## src/rtl/pic_bus_initiator_pkg.sv

```systemverilog
// Shared types and constants for the 8259A host-side bus initiator.
// Holds the phase FSM encoding, phase-counter width and timing-parameter limits.
package pic_bus_pkg;

   typedef enum logic [1:0] {
      IDLE   = 2'd0,
      SETUP  = 2'd1,
      STROBE = 2'd2,
      HOLD   = 2'd3
   } pic_bus_state_t;

   localparam int PHASE_CNT_W = 5;
   localparam int PARAM_MIN   = 1;
   localparam int PARAM_MAX   = 16;

endpackage

```

## src/rtl/pic_bus_initiator_strobe_timer.sv

```systemverilog
// Loadable down-counter that times the SETUP/STROBE/HOLD phases.
// done is high while the count sits at zero, i.e. in the last cycle of a phase.
module pic_strobe_timer
   import pic_bus_pkg::*;
(
   input  logic                   clk,
   input  logic                   reset,
   input  logic                   load,
   input  logic [PHASE_CNT_W-1:0] load_value,
   output logic                   done
);

   logic [PHASE_CNT_W-1:0] count;

   always_ff @(posedge clk or posedge reset) begin
      if (reset) begin
         count <= '0;
      end else if (load) begin
         count <= load_value;
      end else if (count != '0) begin
         count <= count - 1'b1;
      end
   end

   assign done = (count == '0);

endmodule

```

## src/rtl/pic_bus_initiator.sv

```systemverilog
// Host-side CPU-bus initiator for the 8259A PIC: one request -> one timed bus cycle.
// Optional interrupt-acknowledge cycles are enabled by defining PIC_INTA_CYCLE_EN.
//
// state  | meaning
// IDLE   | waiting for a request, req_ready high
// SETUP  | CS_bar/A0/data valid ahead of the strobe (also the INTA inter-pulse gap)
// STROBE | RD_bar, WR_bar or INTA_bar low; read data captured on the last edge
// HOLD   | address/data held after the strobe rises (also the INTA inter-pulse gap)
module pic_bus_initiator
   import pic_bus_pkg::*;
#(
   parameter int SETUP_CYCLES = 1,
   parameter int PULSE_CYCLES = 2,
   parameter int HOLD_CYCLES  = 1
) (
   input  logic       clk,
   input  logic       reset,
   input  logic       req_valid,
   output logic       req_ready,
   input  logic       req_write,
   input  logic       req_a0,
   input  logic [7:0] req_data,
   input  logic       req_inta,
   output logic       rsp_valid,
   output logic [7:0] rsp_data,
   output logic       CS_bar,
   output logic       RD_bar,
   output logic       WR_bar,
   output logic       INTA_bar,
   output logic       A0,
   output logic [7:0] data_bus_out,
   output logic       data_bus_oe,
   input  logic [7:0] data_bus_in
);

   if (SETUP_CYCLES < PARAM_MIN || SETUP_CYCLES > PARAM_MAX ||
       PULSE_CYCLES < PARAM_MIN || PULSE_CYCLES > PARAM_MAX ||
       HOLD_CYCLES  < PARAM_MIN || HOLD_CYCLES  > PARAM_MAX) begin : g_param_check
      $error("pic_bus_initiator: SETUP/PULSE/HOLD_CYCLES must be within 1..16");
   end

   // Counter runs N-1 .. 0, so a phase lasts exactly N cycles.
   localparam logic [PHASE_CNT_W-1:0] SETUP_LOAD = PHASE_CNT_W'(SETUP_CYCLES - 1);
   localparam logic [PHASE_CNT_W-1:0] PULSE_LOAD = PHASE_CNT_W'(PULSE_CYCLES - 1);
   localparam logic [PHASE_CNT_W-1:0] HOLD_LOAD  = PHASE_CNT_W'(HOLD_CYCLES - 1);

   pic_bus_state_t         state, state_next;
   logic                   second, second_next;
   logic                   lat_write, lat_inta, lat_a0;
   logic [7:0]             lat_data;
   logic                   inta_sel;
   logic                   accept;
   logic                   t_load, t_done;
   logic [PHASE_CNT_W-1:0] t_value;
   logic                   capture, finish;
   logic                   cur_write, cur_inta, cur_a0;
   logic [7:0]             cur_data;
   logic                   busy_next, strobe_next;
   logic                   d_cs, d_rd, d_wr, d_inta, d_a0, d_oe;
   logic [7:0]             d_dout;

`ifdef PIC_INTA_CYCLE_EN
   assign inta_sel = req_inta;
`else
   logic unused_inta;
   assign inta_sel    = 1'b0;
   assign unused_inta = req_inta;
`endif

   assign req_ready = (state == IDLE);
   assign accept    = req_valid && (state == IDLE);

   pic_strobe_timer u_timer (
      .clk        (clk),
      .reset      (reset),
      .load       (t_load),
      .load_value (t_value),
      .done       (t_done)
   );

   always_comb begin
      state_next  = state;
      second_next = second;
      t_load      = 1'b0;
      t_value     = '0;
      capture     = 1'b0;
      finish      = 1'b0;
      case (state)
         IDLE: begin
            if (accept) begin
               state_next  = SETUP;
               second_next = 1'b0;
               t_load      = 1'b1;
               t_value     = SETUP_LOAD;
            end
         end
         SETUP: begin
            if (t_done) begin
               state_next = STROBE;
               t_load     = 1'b1;
               t_value    = PULSE_LOAD;
            end
         end
         STROBE: begin
            if (t_done) begin
               state_next = HOLD;
               t_load     = 1'b1;
               t_value    = HOLD_LOAD;
               // INTA vector is only valid on the second pulse.
               capture    = !lat_write && (!lat_inta || second);
            end
         end
         HOLD: begin
            if (t_done) begin
               if (lat_inta && !second) begin
                  state_next  = SETUP;
                  second_next = 1'b1;
                  t_load      = 1'b1;
                  t_value     = SETUP_LOAD;
               end else begin
                  state_next = IDLE;
                  finish     = 1'b1;
               end
            end
         end
         default: state_next = IDLE;
      endcase
   end

   // Bus outputs are decoded from the next state so they can be registered.
   always_comb begin
      cur_write   = accept ? (req_write && !inta_sel) : lat_write;
      cur_inta    = accept ? inta_sel : lat_inta;
      cur_a0      = accept ? req_a0 : lat_a0;
      cur_data    = accept ? req_data : lat_data;
      busy_next   = (state_next != IDLE);
      strobe_next = (state_next == STROBE);
      d_cs        = !(busy_next && !cur_inta);
      d_wr        = !(strobe_next && cur_write);
      d_rd        = !(strobe_next && !cur_write && !cur_inta);
      d_inta      = !(strobe_next && cur_inta);
      d_a0        = busy_next && !cur_inta && cur_a0;
      d_oe        = busy_next && cur_write;
      d_dout      = d_oe ? cur_data : 8'h00;
   end

   always_ff @(posedge clk or posedge reset) begin
      if (reset) begin
         state     <= IDLE;
         second    <= 1'b0;
         lat_write <= 1'b0;
         lat_inta  <= 1'b0;
         lat_a0    <= 1'b0;
         lat_data  <= 8'h00;
      end else begin
         state  <= state_next;
         second <= second_next;
         if (accept) begin
            lat_write <= req_write && !inta_sel;
            lat_inta  <= inta_sel;
            lat_a0    <= req_a0;
            lat_data  <= req_data;
         end
      end
   end

   always_ff @(posedge clk or posedge reset) begin
      if (reset) begin
         CS_bar       <= 1'b1;
         RD_bar       <= 1'b1;
         WR_bar       <= 1'b1;
         INTA_bar     <= 1'b1;
         A0           <= 1'b0;
         data_bus_out <= 8'h00;
         data_bus_oe  <= 1'b0;
         rsp_valid    <= 1'b0;
         rsp_data     <= 8'h00;
      end else begin
         CS_bar       <= d_cs;
         RD_bar       <= d_rd;
         WR_bar       <= d_wr;
         INTA_bar     <= d_inta;
         A0           <= d_a0;
         data_bus_out <= d_dout;
         data_bus_oe  <= d_oe;
         rsp_valid    <= finish;
         if (capture) begin
            rsp_data <= data_bus_in;
         end
      end
   end

endmodule

```

## config.mk

```make
export PLATFORM = sky130hd
export DESIGN_NAME = pic_bus_initiator
export DESIGN_NICKNAME = d
export VERILOG_FILES = /design/src/rtl/pic_bus_initiator_pkg.sv /design/src/rtl/pic_bus_initiator_strobe_timer.sv /design/src/rtl/pic_bus_initiator.sv
export SDC_FILE = /design/constraint.sdc
export NUM_CORES = 1
export LEC_CHECK = 0
export ABC_AREA = 1
export BUFFER_PORTS_ARGS = -buffer_cell sky130_fd_sc_hd__buf_2
export CORE_ASPECT_RATIO = 0.5
export CORE_MARGIN = 5
export CORE_UTILIZATION = 52
export CTS_CLUSTER_DIAMETER = 50
export DETAILED_ROUTE_END_ITERATION = 7
export PLACE_DENSITY = 0.78
export SYNTH_ARGS = -nofsm -noshare
export SYNTH_HDL_FRONTEND = slang
export SYNTH_SLANG_ARGS = --single-unit
```

## constraint.sdc

```tcl
create_clock -name clk -period 2.24 [get_ports clk]
set_clock_uncertainty 0.05 [all_clocks]
set_input_delay 0.336 -clock clk [delete_from_list [all_inputs] [get_ports clk]]
set_output_delay 0.336 -clock clk [all_outputs]
set_load 0.01 [all_outputs]
```

==> metrics.md, run 1 <==
| Metric | Value |
|---|---|
| Run status | `finished, final reports clean` |
| Area grow syn2layout | `21.14%` |
| Vias | `1,324` |
| First-pass GRT wire length | `5644 µm` |
| Sw frac | `39.16%` |
| Worst reg2reg path depth | `12` |
| Power Total | `2.977 mW` |
| Clk Latency, worst-skew pair | `0.30 ns` |
| Die Area | `4862 µm²` |
| Top cell by count, worst path | `inv_1` |
| Post-route ant nets | `0` |
| Hold Path Class | `primary input to asynchronous set/reset pin` |
| CTS tree | `yes` |
| Drt first pass iters | `4` |
| Initial Utilization | `53.66%` |
| Rel. slew slack | `66.40%` |
| Delay-heaviest family, CP | `simple AND/OR/NAND/NOR gates` |
| Yosys warns | `0` |
| Unique masters post-synth | `22` |
| Rows | `15` |
| Placed cell area | `2122 µm²` |
| Share of cells above drive strength 1 | `36.60%` |
| Core area | `3397 µm²` |
| #FFs+latches synth | `42` |
| Critical Path Stages | `12` |
| Chip Height | `51.87 µm` |
| Clock Tree Buf Depth | `2` |
| Io pins | `46` |
| Initial antenna violation count | `0` |
| Sequential power share | `39.5%` |
| # nets final | `264` |
| CP cell instances | `inv_1, ha_1, nand2_1, inv_1, nor2_1, inv_1, nand2_1, nand2_1, nand2_2, nand3_2, nand2_4, inv_1` |
| Number of DRC markers in iteration 0 | `67` |
| Element type at the critical path end | `register` |
| Clock Power Share | `16.1%` |
| Fin crit period | `1.899 ns` |
| Port Buf Inserts | `44` |
| Max Cap Viol | `0` |
| Worst Path Arrival | `2.04 ns` |
| CTS H-tree lvls | `2` |
| Clock-pin transition on the worst setup and hold timing paths | `0.08 ns` |
| # setup viols final | `0` |
| Cells after synthesis | `182` |
| RSZ-0062 raised after global routing | `no` |
| Comb pwr share | `44.4%` |
| Post-DR vias/cell | `4.629` |
| PD cells | `1348 nW/µm²` |
| Pint | `1.811 mW` |
| Crit share post-route | `84.78%` |
| TNS Setup | `0 ns` |
| Clock sinks | `42` |
| Root buf cell | `clkbuf_8` |
| Sw Pwr | `1.166 mW` |
| Worst slew pin tran | `0.5039 ns` |
| Routed WL per cell | `11.62 µm` |
| Largest net degree at the start of global routing | `43` |
| Num CTS Buffers | `5` |
| GP Congestion | `0.7915` |
| DIE WIDTH | `93.74 µm` |
| Post-CTS sizing | `0` |
| Seq/Total Area, Yosys | `57.93%` |
| WHS | `0.1048 ns` |
| Hold violation total from the final report | `0` |
| Syn Area/Cell | `10.02 µm²` |
| Critical Setup Path Class | `register to register` |
| Setup Fix Bufs, Post-CTS | `0` |
| Startpoint types | `register` |
| Pins Over Slew Limit | `0` |
| Final antenna diode count | `0` |
| Fin util | `65.01%` |
| GR Overflow Total | `0` |
| Post-route cell area | `2208 µm²` |
| Crit path required time | `2.38 ns` |
| WL final | `3324 µm` |
| Leakage | `1.199 nW` |
| Slowest-stage cell, CP | `dfrtp_1` |
| Peak VDD IR | `578.7 µV` |
| Synthesized area | `1823 µm²` |
| DP HPWL | `2415 µm` |
| GRT Util Overall | `15.33%` |
| Synthesized Nets | `212` |
| Slowest stage delay, CP | `0.43 ns` |
| # hold bufs at CTS | `0` |
| CP Max Fanout | `9` |
| Number of global-route vias before repair | `1,325` |
| Residual DRC | `0` |
| Maximum clock rate | `526.6 MHz` |
| Worst path bufs/invs | `4` |
[logic make-up (layout without fill, tap and decap cells)]
| kind of cell | count (synthesis) | in the layout | synth area share [%] |
|---|---|---|---|
| adders and majority gates | 8 | 8 | 5.491 |
| muxes | 8 | 8 | 4.942 |
| DFF | 42 | 42 | 57.93 |
| AOI/OAI and AO/OA | 17 | 17 | 4.942 |
| and+or+nand+nor | 73 | 73 | 19.42 |
| xor gates and xnor gates | 1 | 1 | 0.4805 |
| buffers and inverters | 33 | 86 | 6.795 |
[power by group through the flow]
stage               clock network [mW]  registers (mW)  logic [mW]
detailed placement                   0            1.19        1.33
global placement                     0            1.18        1.28
global route                     0.522            1.21        1.51
CTS                              0.488            1.18        1.34
finish                           0.478            1.18        1.32
floorplan                            0            1.25       0.891
[state kept, by name, indices dropped and copies added (netlist names)]
signal / flops
data_bus_oe: 1
second: 1
CS_bar: 1
lat_inta: 1
lat_a0: 1
rsp_valid: 1
RD_bar: 1
u_timer.count: 5
lat_data: 8
rsp_data: 8
state: 2
lat_write: 1
data_bus_out: 8
INTA_bar: 1
WR_bar: 1
A0: 1
[layout make-up]
class	count	area, µm²
clock inverter	2	13.76
tap	51	63.81
clock buffer	6	72.57
fill	287	1189
sequential	42	1056
inverter	31	116.4
timing repair buffer	47	242.7
multi-input combinational	107	643.1
[metrics by stage]
| stage | setup slack (ns) | std cells |
|---|---|---|
| detailed placement | 0.3862 | 278 |
| global route | 0.1668 | 286 |
| floorplan | 0.5650 | 182 |
| CTS | 0.3761 | 286 |
| finish | 0.3410 | 286 |
| global placement | 0.4668 | 278 |
[cells in the mapped netlist (all sizes together)]
library cell / n / share of area, %
o21ai: 13 / 3.6
inv: 31 / 6.4
o31ai: 1 / 0.41
a22oi: 1 / 0.41
dfrtp: 38 / 52
clkbuf: 2 / 0.41
nor2: 22 / 5.4
xor2: 1 / 0.48
nand3: 9 / 2.7
nor3b: 1 / 0.41
ha: 8 / 5.5
nand2: 29 / 6.9
or2: 10 / 3.4
mux2: 8 / 4.9
dfstp: 4 / 5.8
nor3: 2 / 0.55
a21oi: 2 / 0.55
[worst reg2reg max path, stage by stage (launching register included)]
cell	delay, ns
dfrtp_1	0.43
inv_1	0.14
ha_1	0.25
nand2_1	0.10
inv_1	0.05
nor2_1	0.12
inv_1	0.08
nand2_1	0.08
nand2_1	0.06
nand2_2	0.12
nand3_2	0.12
nand2_4	0.13
inv_1	0.06
[cells in the final DEF, fill, tap and decap left out, drive strengths merged]
cell type,n
mux2,8
o31ai,1
o21ai,13
nor2,22
a22oi,1
buf,47
inv,31
nand3,9
clkinv,2
ha,8
nor3b,1
dfstp,4
a21oi,2
nand2,29
clkbuf,6
nor3,2
xor2,1
dfrtp,38
or2,10
[layer usage]
layer,wire length [µm],GRT usage [%],vias to the layer above,part of all wire [%]
met1,1424,17.50,628,43
met4,73,7.194,0,2.2
li1,-,-,665,-
met3,143,4.335,8,4.3
met5,0,0,-,0
met2,1683,27.03,23,51
[worst paths after layout]
check / from / end / slack [ns]
setup / recovery: state[1]$_DFF_PP0_ / data_bus_oe$_DFF_PP0_ / 0.34
min in group clk: data_bus_in[5] / rsp_data[5]$_DFFE_PP0P_ / 0.22
hold / removal: reset / A0$_DFF_PP0_ / 0.10
max in group asynchronous: reset / RD_bar$_DFF_PP1_ / 1.67
setup reg to reg: state[1]$_DFF_PP0_ / data_bus_oe$_DFF_PP0_ / 0.34
hold reg to reg: rsp_data[4]$_DFFE_PP0P_ / rsp_data[4]$_DFFE_PP0P_ / 0.45
(Power assumes the default switching activity.)
==> run 2: changes to the inputs <==
--- a/config.mk
+++ b/config.mk
@@ -5,7 +5,7 @@
 export SDC_FILE = /design/constraint.sdc
 export NUM_CORES = 1
 export LEC_CHECK = 0
-export ABC_AREA = 1
+export ABC_AREA = 0
 export BUFFER_PORTS_ARGS = -buffer_cell sky130_fd_sc_hd__buf_2
 export CORE_ASPECT_RATIO = 0.5
 export CORE_MARGIN = 5
==> constraint.sdc (replaced) <==
create_clock -name clk -period 1.8 [get_ports clk]
set_clock_uncertainty 0.05 [all_clocks]
set_input_delay 0.27 -clock clk [delete_from_list [all_inputs] [get_ports clk]]
set_output_delay 0.27 -clock clk [all_outputs]
set_load 0.01 [all_outputs]
==> metrics.md, run 2 <==
| Metric | Value |
|---|---|
| FILL cells | `241 (was 287)` |
| Top Registers | `data_bus_out (8), lat_data (8), rsp_data (8) (unchanged)` |
| RSZ-0062 raised after global routing | `yes (was no)` |
| Number of synthesized flops with an enable pin | `0 (unchanged)` |
| Root buf cell | `clkbuf_8 (unchanged)` |
| CTS H-tree lvls | `2 (unchanged)` |
| CP cell instances | `inv_2, ha_4, or4b_4, a2111oi_4, or3_4, inv_8, o211a_1 (was inv_1, ha_1, nand2_1, inv_1, nor2_1, inv_1, nand2_1, nand2_1, nand2_2, nand3_2, nand2_4, inv_1)` |
| Area of the multi-input gates | `798.3 µm² (was 643.1 µm²)` |
| Leakage | `1.316 nW (was 1.199 nW)` |
| Maximum clock rate | `459.1 MHz (was 526.6 MHz)` |
| Failing checks | `negative setup slack` |
| Number of global-route vias before repair | `1,529 (was 1,325)` |
| #FFs+latches synth | `42 (unchanged)` |
| Placed cell count | `253 (was 278)` |
| Clock Power Share | `15.7% (was 16.1%)` |
| # nets final | `247 (was 264)` |
| PD cells | `1907 nW/µm² (was 1348 nW/µm²)` |
| Fin crit period | `2.178 ns (was 1.899 ns)` |
| Largest net degree at the start of global routing | `43 (unchanged)` |
| Post-DR vias/cell | `5.353 (was 4.629)` |
| Number of DRC markers in iteration 0 | `88 (was 67)` |
| DIE WIDTH | `94.17 µm (was 93.74 µm)` |
| Sw Pwr | `1.811 mW (was 1.166 mW)` |
| # setup viols final | `20 (was 0)` |
| Rel. slew slack | `65.15% (was 66.40%)` |
| Clock Tree Buf Depth | `2 (unchanged)` |
| Syn Area/Cell | `13.06 µm² (was 10.02 µm²)` |
| GR Overflow Total | `0 (unchanged)` |
| Die Area | `4904 µm² (was 4862 µm²)` |
| Power Total | `4.805 mW (was 2.977 mW)` |
| WL final | `4278 µm (was 3324 µm)` |
| Clk Latency, worst-skew pair | `0.30 ns (about the same)` |
| Ys async rst share | `100.0% (unchanged)` |
| GP Congestion | `0.8613 (was 0.7915)` |
| Io pins | `46 (unchanged)` |
| Clock sinks | `42 (unchanged)` |
| Commonest cells after routing, fill and taps aside | `buf_2, dfrtp_1, buf_4, mux2_2, o211a_1 (was buf_2, dfrtp_1, inv_1, nand2_1, nor2_1)` |
| Num CTS Buffers | `5 (unchanged)` |
| Crit share post-route | `121.0% (was 84.78%)` |
| First-pass GRT wire length | `7341 µm (was 5644 µm)` |
| Core area | `3416 µm² (was 3397 µm²)` |
| Worst slew pin tran | `0.5227 ns (was 0.5039 ns)` |
| Synth Area in Simple Gates | `10.19% (was 19.42%)` |
| Pint | `2.994 mW (was 1.811 mW)` |
| Hold violation total from the final report | `0 (unchanged)` |
| Initial antenna violation count | `0 (unchanged)` |
| Largest family of logic cells by synthesized area | `multiplexers (was simple AND/OR/NAND/NOR gates)` |
| Cells after synthesis | `141 (was 182)` |
| Critical Setup Path Class | `register to register (unchanged)` |
| Synth area leaders | `dfrtp_1, mux2_2, dfstp_2, ha_1, o211a_1 (was dfrtp_1, inv_1, dfstp_2, ha_1, mux2_2)` |
| Vias | `1,440 (was 1,324)` |
| Chip Height | `52.08 µm (was 51.87 µm)` |
| DP HPWL | `2632 µm (was 2415 µm)` |
| GRT Util Overall | `19.69% (was 15.33%)` |
| Final antenna diode count | `0 (unchanged)` |
| Register Area | `1056 µm² (unchanged)` |
| Synth top cells by count | `dfrtp_1, mux2_2, o211a_1 (was dfrtp_1, inv_1, nand2_1)` |
| Final std cells w/o fill | `269 (was 286)` |
| Multiplexer area fraction after synthesis | `11.48% (was 4.942%)` |
| Port Buf Inserts | `44 (unchanged)` |
| Rows | `15 (unchanged)` |
| Slowest stage delay, CP | `0.51 ns (was 0.43 ns)` |
| Max Cap Viol | `0 (unchanged)` |
| Largest area contributor in the netlist | `dfrtp_1 (unchanged)` |
| Unique masters post-synth | `39 (was 22)` |
| Synth Area in XOR/XNOR | `0.4755% (was 0.4804%)` |
| Post-Synth Adder-Cell Area | `5.435% (was 5.491%)` |
| Crit path required time | `1.93 ns (was 2.38 ns)` |
| Clock-pin transition on the worst setup and hold timing paths | `0.08 ns (about the same)` |
| CP Max Fanout | `7 (was 9)` |
| Top_reg_cell synth | `dfrtp_1 (unchanged)` |
| Hold Path Class | `primary input to asynchronous set/reset pin (unchanged)` |
| CTS tree | `yes (unchanged)` |
| Run status | `finished, violations left (was finished, final reports clean)` |
| Pins Over Slew Limit | `0 (unchanged)` |
| Peak VDD IR | `896.7 µV (was 578.7 µV)` |
| Area grow syn2layout | `36.82% (was 21.14%)` |
| Drt first pass iters | `4 (unchanged)` |
| Commonest non-fill, non-tap cell in the layout | `buf_2 (unchanged)` |
| Worst Path Arrival | `2.31 ns (was 2.04 ns)` |
| Synthesized Nets | `171 (was 212)` |
| Post-route ant nets | `0 (unchanged)` |
| Share of cells above drive strength 1 | `55.05% (was 36.60%)` |
| Fin util | `73.77% (was 65.01%)` |
| Sequential power share | `30.6% (was 39.5%)` |
| Startpoint types | `register (unchanged)` |
| Synthesized area | `1842 µm² (was 1823 µm²)` |
| Element type at the critical path end | `register (unchanged)` |
| Comb pwr share | `53.7% (was 44.4%)` |
| Residual DRC | `0 (unchanged)` |
| Share of the synthesized area in the top cell type | `51.63% (was 52.16%)` |
| Worst reg2reg path depth | `7 (was 12)` |
| Sw frac | `37.70% (was 39.16%)` |
| Seq/Total Area, Yosys | `57.34% (was 57.93%)` |
| Synth Area in Compound Gates | `10.94% (was 4.942%)` |
| Routed WL per cell | `15.90 µm (was 11.62 µm)` |
| Post-route setup slack | `-0.3783 ns (was 0.3410 ns)` |
| Initial Utilization | `53.92% (was 53.66%)` |
| Yosys warns | `0 (unchanged)` |
| Slowest-stage cell, CP | `or4b_4 (was dfrtp_1)` |
| Most frequent cell after synthesis | `dfrtp_1 (unchanged)` |
[run 2: layout make-up]
class	count	share of cell area, %
flip-flops and latches	42	41.91
well taps	51	2.532
clock inverters	3	1.738
repair buffers	71	16.93
clock buffers	5	2.731
inverters	10	1.986
multi-input cells	85	31.68
repair inverters	2	0.4965
[run 2: kinds of logic (layout without fill, tap and decap cells)]
logic type,Yosys count,after routing
flops,42,42
simple gates,31,31
compound gates,26,26
mux,19,19
buf+inv,14,91
fa+ha+maj,8,8
xor+xnor,1,1
[run 2: worst paths after layout]
kind | startpoint | endpoint | slack [ns]
hold reg to reg | lat_data[1]$_DFF_PP0_ | lat_data[1]$_DFF_PP0_ | 0.45
setup reg to reg | u_timer.count[0]$_DFFE_PP0P_ | data_bus_out[7]$_DFF_PP0_ | -0.38
setup / recovery | u_timer.count[0]$_DFFE_PP0P_ | data_bus_out[7]$_DFF_PP0_ | -0.38
min in group clk | data_bus_in[5] | rsp_data[5]$_DFFE_PP0P_ | 0.15
max in group asynchronous | reset | WR_bar$_DFF_PP1_ | 1.28
hold / removal | reset | rsp_data[1]$_DFFE_PP0P_ | 0.04
[run 2: metal layers]
metal / track usage (%) / share of wire (%) / vias up
met5: 0 / 0 / -
li1: - / - / 660
met3: 4.191 / 4.9 / 3
met1: 24.75 / 43 / 723
met4: 9.113 / 0.58 / 0
met2: 32.98 / 51 / 54
[run 2: what timing repair did]
item,CTS,global route
gates cloned,1,1
gates resized for setup,16,4
hold buffers,0,0
buffers inserted,11,2
endpoints found under the setup margin,28,30
pin swaps,5,13
[run 2: metrics by stage]
stage	area [µm²]	setup slack, ns	setup TNS (ns)	hold WS [ns]
global route	2520	-0.4474	-7.232	0.09885
finish	2520	-0.3783	-5.440	0.04117
floorplan	1868	-0.3637	-5.126	0.3706
CTS	2542	-0.3621	-5.302	0.05737
global placement	2275	-0.3040	-3.837	0.3687
detailed placement	2275	-0.3871	-4.864	0.3776
[run 2: critical path, delay by kind of cell (launching register included)]
family	cells	cell delay, ns
adders and majority gates	1	0.12
AOI/OAI and AO/OA	2	0.61
and+or+nand+nor	2	0.75
buffers and inverters	2	0.13
DFF	1	0.41
[run 2: power groups by stage]
stage / registers (mW) / logic, mW / clock network (mW)
after global placement: 1.47 / 2.08 / 0
after detailed placement: 1.48 / 2.15 / 0
final: 1.47 / 2.58 / 0.755
after CTS: 1.46 / 2.58 / 0.766
after global routing: 1.51 / 2.82 / 0.822
after floorplan: 1.60 / 1.36 / 0
==> run 3: changes to the inputs <==
--- a/config.mk
+++ b/config.mk
@@ -7,8 +7,9 @@
 export LEC_CHECK = 0
 export ABC_AREA = 0
 export BUFFER_PORTS_ARGS = -buffer_cell sky130_fd_sc_hd__buf_2
+export CAP_MARGIN = 20
 export CORE_ASPECT_RATIO = 0.5
-export CORE_MARGIN = 5
+export CORE_MARGIN = 2
 export CORE_UTILIZATION = 52
 export CTS_CLUSTER_DIAMETER = 50
 export DETAILED_ROUTE_END_ITERATION = 7
==> metrics.md, run 3 (synthesis gave the netlist of run 2 again) <==
| Metric | Value |
|---|---|
| Run status | `finished, violations left (unchanged)` |
| Failing checks | `negative setup slack (unchanged)` |
| Root buf cell | `clkbuf_8 (unchanged)` |
| Hold violation total from the final report | `0 (unchanged)` |
| CTS tree | `yes (unchanged)` |
| Worst reg2reg path depth | `7 (unchanged)` |
| CP cell instances | `inv_2, ha_4, or4b_4, and3_4, or3_4, buf_6, a21oi_2 (was inv_2, ha_4, or4b_4, a2111oi_4, or3_4, inv_8, o211a_1)` |
| Number of global-route vias before repair | `1,317 (was 1,529)` |
| Rows | `15 (unchanged)` |
| DIE WIDTH | `88.17 µm (was 94.17 µm)` |
| Post-DR vias/cell | `5.079 (was 5.353)` |
| Fin crit period | `2.123 ns (was 2.178 ns)` |
| # hold bufs at CTS | `0 (unchanged)` |
| Post-route ant nets | `0 (unchanged)` |
| # nets final | `244 (was 247)` |
| Pre-CTS WS | `-0.3401 ns (was -0.3871 ns)` |
| Crit share post-route | `117.9% (was 121.0%)` |
| Clock sinks | `42 (unchanged)` |
| Largest net degree at the start of global routing | `43 (unchanged)` |
| Core area | `3416 µm² (unchanged)` |
| Sw frac | `38.20% (was 37.70%)` |
| Slowest stage delay, CP | `0.51 ns (about the same)` |
| Share of cells above drive strength 1 | `55.35% (was 55.05%)` |
| Routed WL per cell | `14.27 µm (was 15.90 µm)` |
| GR Overflow Total | `0 (unchanged)` |
| DP HPWL | `2704 µm (was 2632 µm)` |
| Peak VDD IR | `987.0 µV (was 896.7 µV)` |
| Port Buf Inserts | `44 (unchanged)` |
| Rel. slew slack | `64.33% (was 65.15%)` |
| Top Registers | `data_bus_out (8), lat_data (8), rsp_data (8) (unchanged)` |
| Clock Tree Buf Depth | `2 (unchanged)` |
| Sw Pwr | `1.771 mW (was 1.811 mW)` |
| # setup viols final | `20 (unchanged)` |
| Residual DRC | `0 (unchanged)` |
| Number of DRC markers in iteration 0 | `32 (was 88)` |
| Critical Setup Path Class | `register to register (unchanged)` |
| Worst Path Arrival | `2.31 ns (about the same)` |
| Initial Utilization | `53.92% (unchanged)` |
| Maximum clock rate | `471.1 MHz (was 459.1 MHz)` |
| Clock Power Share | `13.5% (was 15.7%)` |
| Hold Path Class | `primary input to asynchronous set/reset pin (unchanged)` |
| PD cells | `1859 nW/µm² (was 1907 nW/µm²)` |
| Reg2reg start | `u_timer.count[1]$_DFFE_PP0P_ (was u_timer.count[0]$_DFFE_PP0P_)` |
| Worst slew pin tran | `0.5351 ns (was 0.5227 ns)` |
| RSZ-0062 raised after global routing | `yes (unchanged)` |
| Max Cap Viol | `0 (unchanged)` |
| Area grow syn2layout | `35.39% (was 36.82%)` |
| Io pins | `46 (unchanged)` |
| Power Total | `4.636 mW (was 4.805 mW)` |
| Fin util | `73.00% (was 73.77%)` |
| Clock-pin transition on the worst setup and hold timing paths | `0.09 ns (was 0.08 ns)` |
| Commonest cells after routing, fill and taps aside | `buf_2, dfrtp_1, buf_4, mux2_2, o211a_1 (unchanged)` |
| CTS H-tree lvls | `2 (unchanged)` |
| Post-route setup slack | `-0.3227 ns (was -0.3783 ns)` |
| GRT Util Overall | `20.01% (was 19.69%)` |
| Pint | `2.865 mW (was 2.994 mW)` |
| Die Area | `4063 µm² (was 4904 µm²)` |
| Crit path from | `u_timer.count[1]$_DFFE_PP0P_ (was u_timer.count[0]$_DFFE_PP0P_)` |
| Startpoint types | `register (unchanged)` |
| Leakage | `1.288 nW (was 1.316 nW)` |
| Num CTS Buffers | `5 (unchanged)` |
| Clk Latency, worst-skew pair | `0.30 ns (about the same)` |
| Final antenna diode count | `0 (unchanged)` |
| Pins Over Slew Limit | `0 (unchanged)` |
| Sequential power share | `31.7% (was 30.6%)` |
| Crit path required time | `1.99 ns (was 1.93 ns)` |
| WL final | `3797 µm (was 4278 µm)` |
| CP Max Fanout | `4 (was 7)` |
| GP Congestion | `0.8090 (was 0.8613)` |
| Slowest-stage cell, CP | `or4b_4 (unchanged)` |
| First-pass GRT wire length | `5906 µm (was 7341 µm)` |
| Element type at the critical path end | `register (unchanged)` |
| Commonest non-fill, non-tap cell in the layout | `buf_2 (unchanged)` |
| Chip Height | `46.08 µm (was 52.08 µm)` |
| Comb pwr share | `54.9% (was 53.7%)` |
| Drt first pass iters | `5 (was 4)` |
| Initial antenna violation count | `0 (unchanged)` |
| Vias | `1,351 (was 1,440)` |
run 3: changes by cell type in the layout (fill, tap and decap cells not counted), sizes merged:
cell,before,now
buf,71,70
bufinv,1,0
clkinv,2,0
clkinvlp,0,2
inv,12,11
run 3: repair_timing:
action | 4_1_cts | 5_1_grt
setup endpoints to repair | 28 | 28
setup buffers | 2 | 2
pin swaps | 3 | 4
resized for setup | 9 | 10
run 3: final timing paths:
kind,end,slack (ns)
max,A0$_DFF_PP0_,-0.32
min reg2reg,rsp_data[3]$_DFFE_PP0P_,0.45
min,rsp_data[6]$_DFFE_PP0P_,0.05
max reg2reg,A0$_DFF_PP0_,-0.32
min in group clk,rsp_data[1]$_DFFE_PP0P_,0.15
max in group asynchronous,CS_bar$_DFF_PP1_,1.28
run 3: power by group through the flow:
stage | registers, mW | clock network [mW] | logic [mW]
detailed placement | 1.49 | 0 | 2.20
CTS | 1.47 | 0.637 | 2.38
finish | 1.47 | 0.624 | 2.54
floorplan | 1.60 | 0 | 1.36
global route | 1.50 | 0.677 | 2.77
global placement | 1.47 | 0 | 2.11
run 3: final cells by class:
type / instances / area (µm²)
repair buffers: 70 / 434.2
clock inverters: 3 / 23.77
well taps: 51 / 63.81
inverters: 10 / 47.55
clock buffers: 5 / 68.82
fillers: 245 / 922.1
flip-flops and latches: 42 / 1056
multi-input cells: 85 / 799.5
run 3: worst max-delay path: cells and delay by family (launching register included):
kind	cells	cell delay [ns]
AND/OR/NAND/NOR	3	1.15
buffers and inverters	2	0.22
adder cells (fa/ha/maj)	1	0.12
flip-flops	1	0.41
AO/OA/AOI/OAI	1	0.12
run 3: routing by layer:
metal,track usage (%),share of wire (%)
met3,5.735,4.5
met5,0,0
met1,23.84,44
met2,36.39,50
met4,5.758,1.5
run 3: stage by stage:
step	instances	area [µm²]	setup TNS, ns	hold slack [ns]
3_5_place_dp	254	2282	-4.954	0.3814
4_1_cts	264	2429	-4.628	0.06238
2_1_floorplan	141	1868	-5.126	0.3706
5_1_grt	266	2494	-6.889	0.09343
3_3_place_gp	254	2282	-3.805	0.3694
6_report	266	2494	-5.044	0.05481
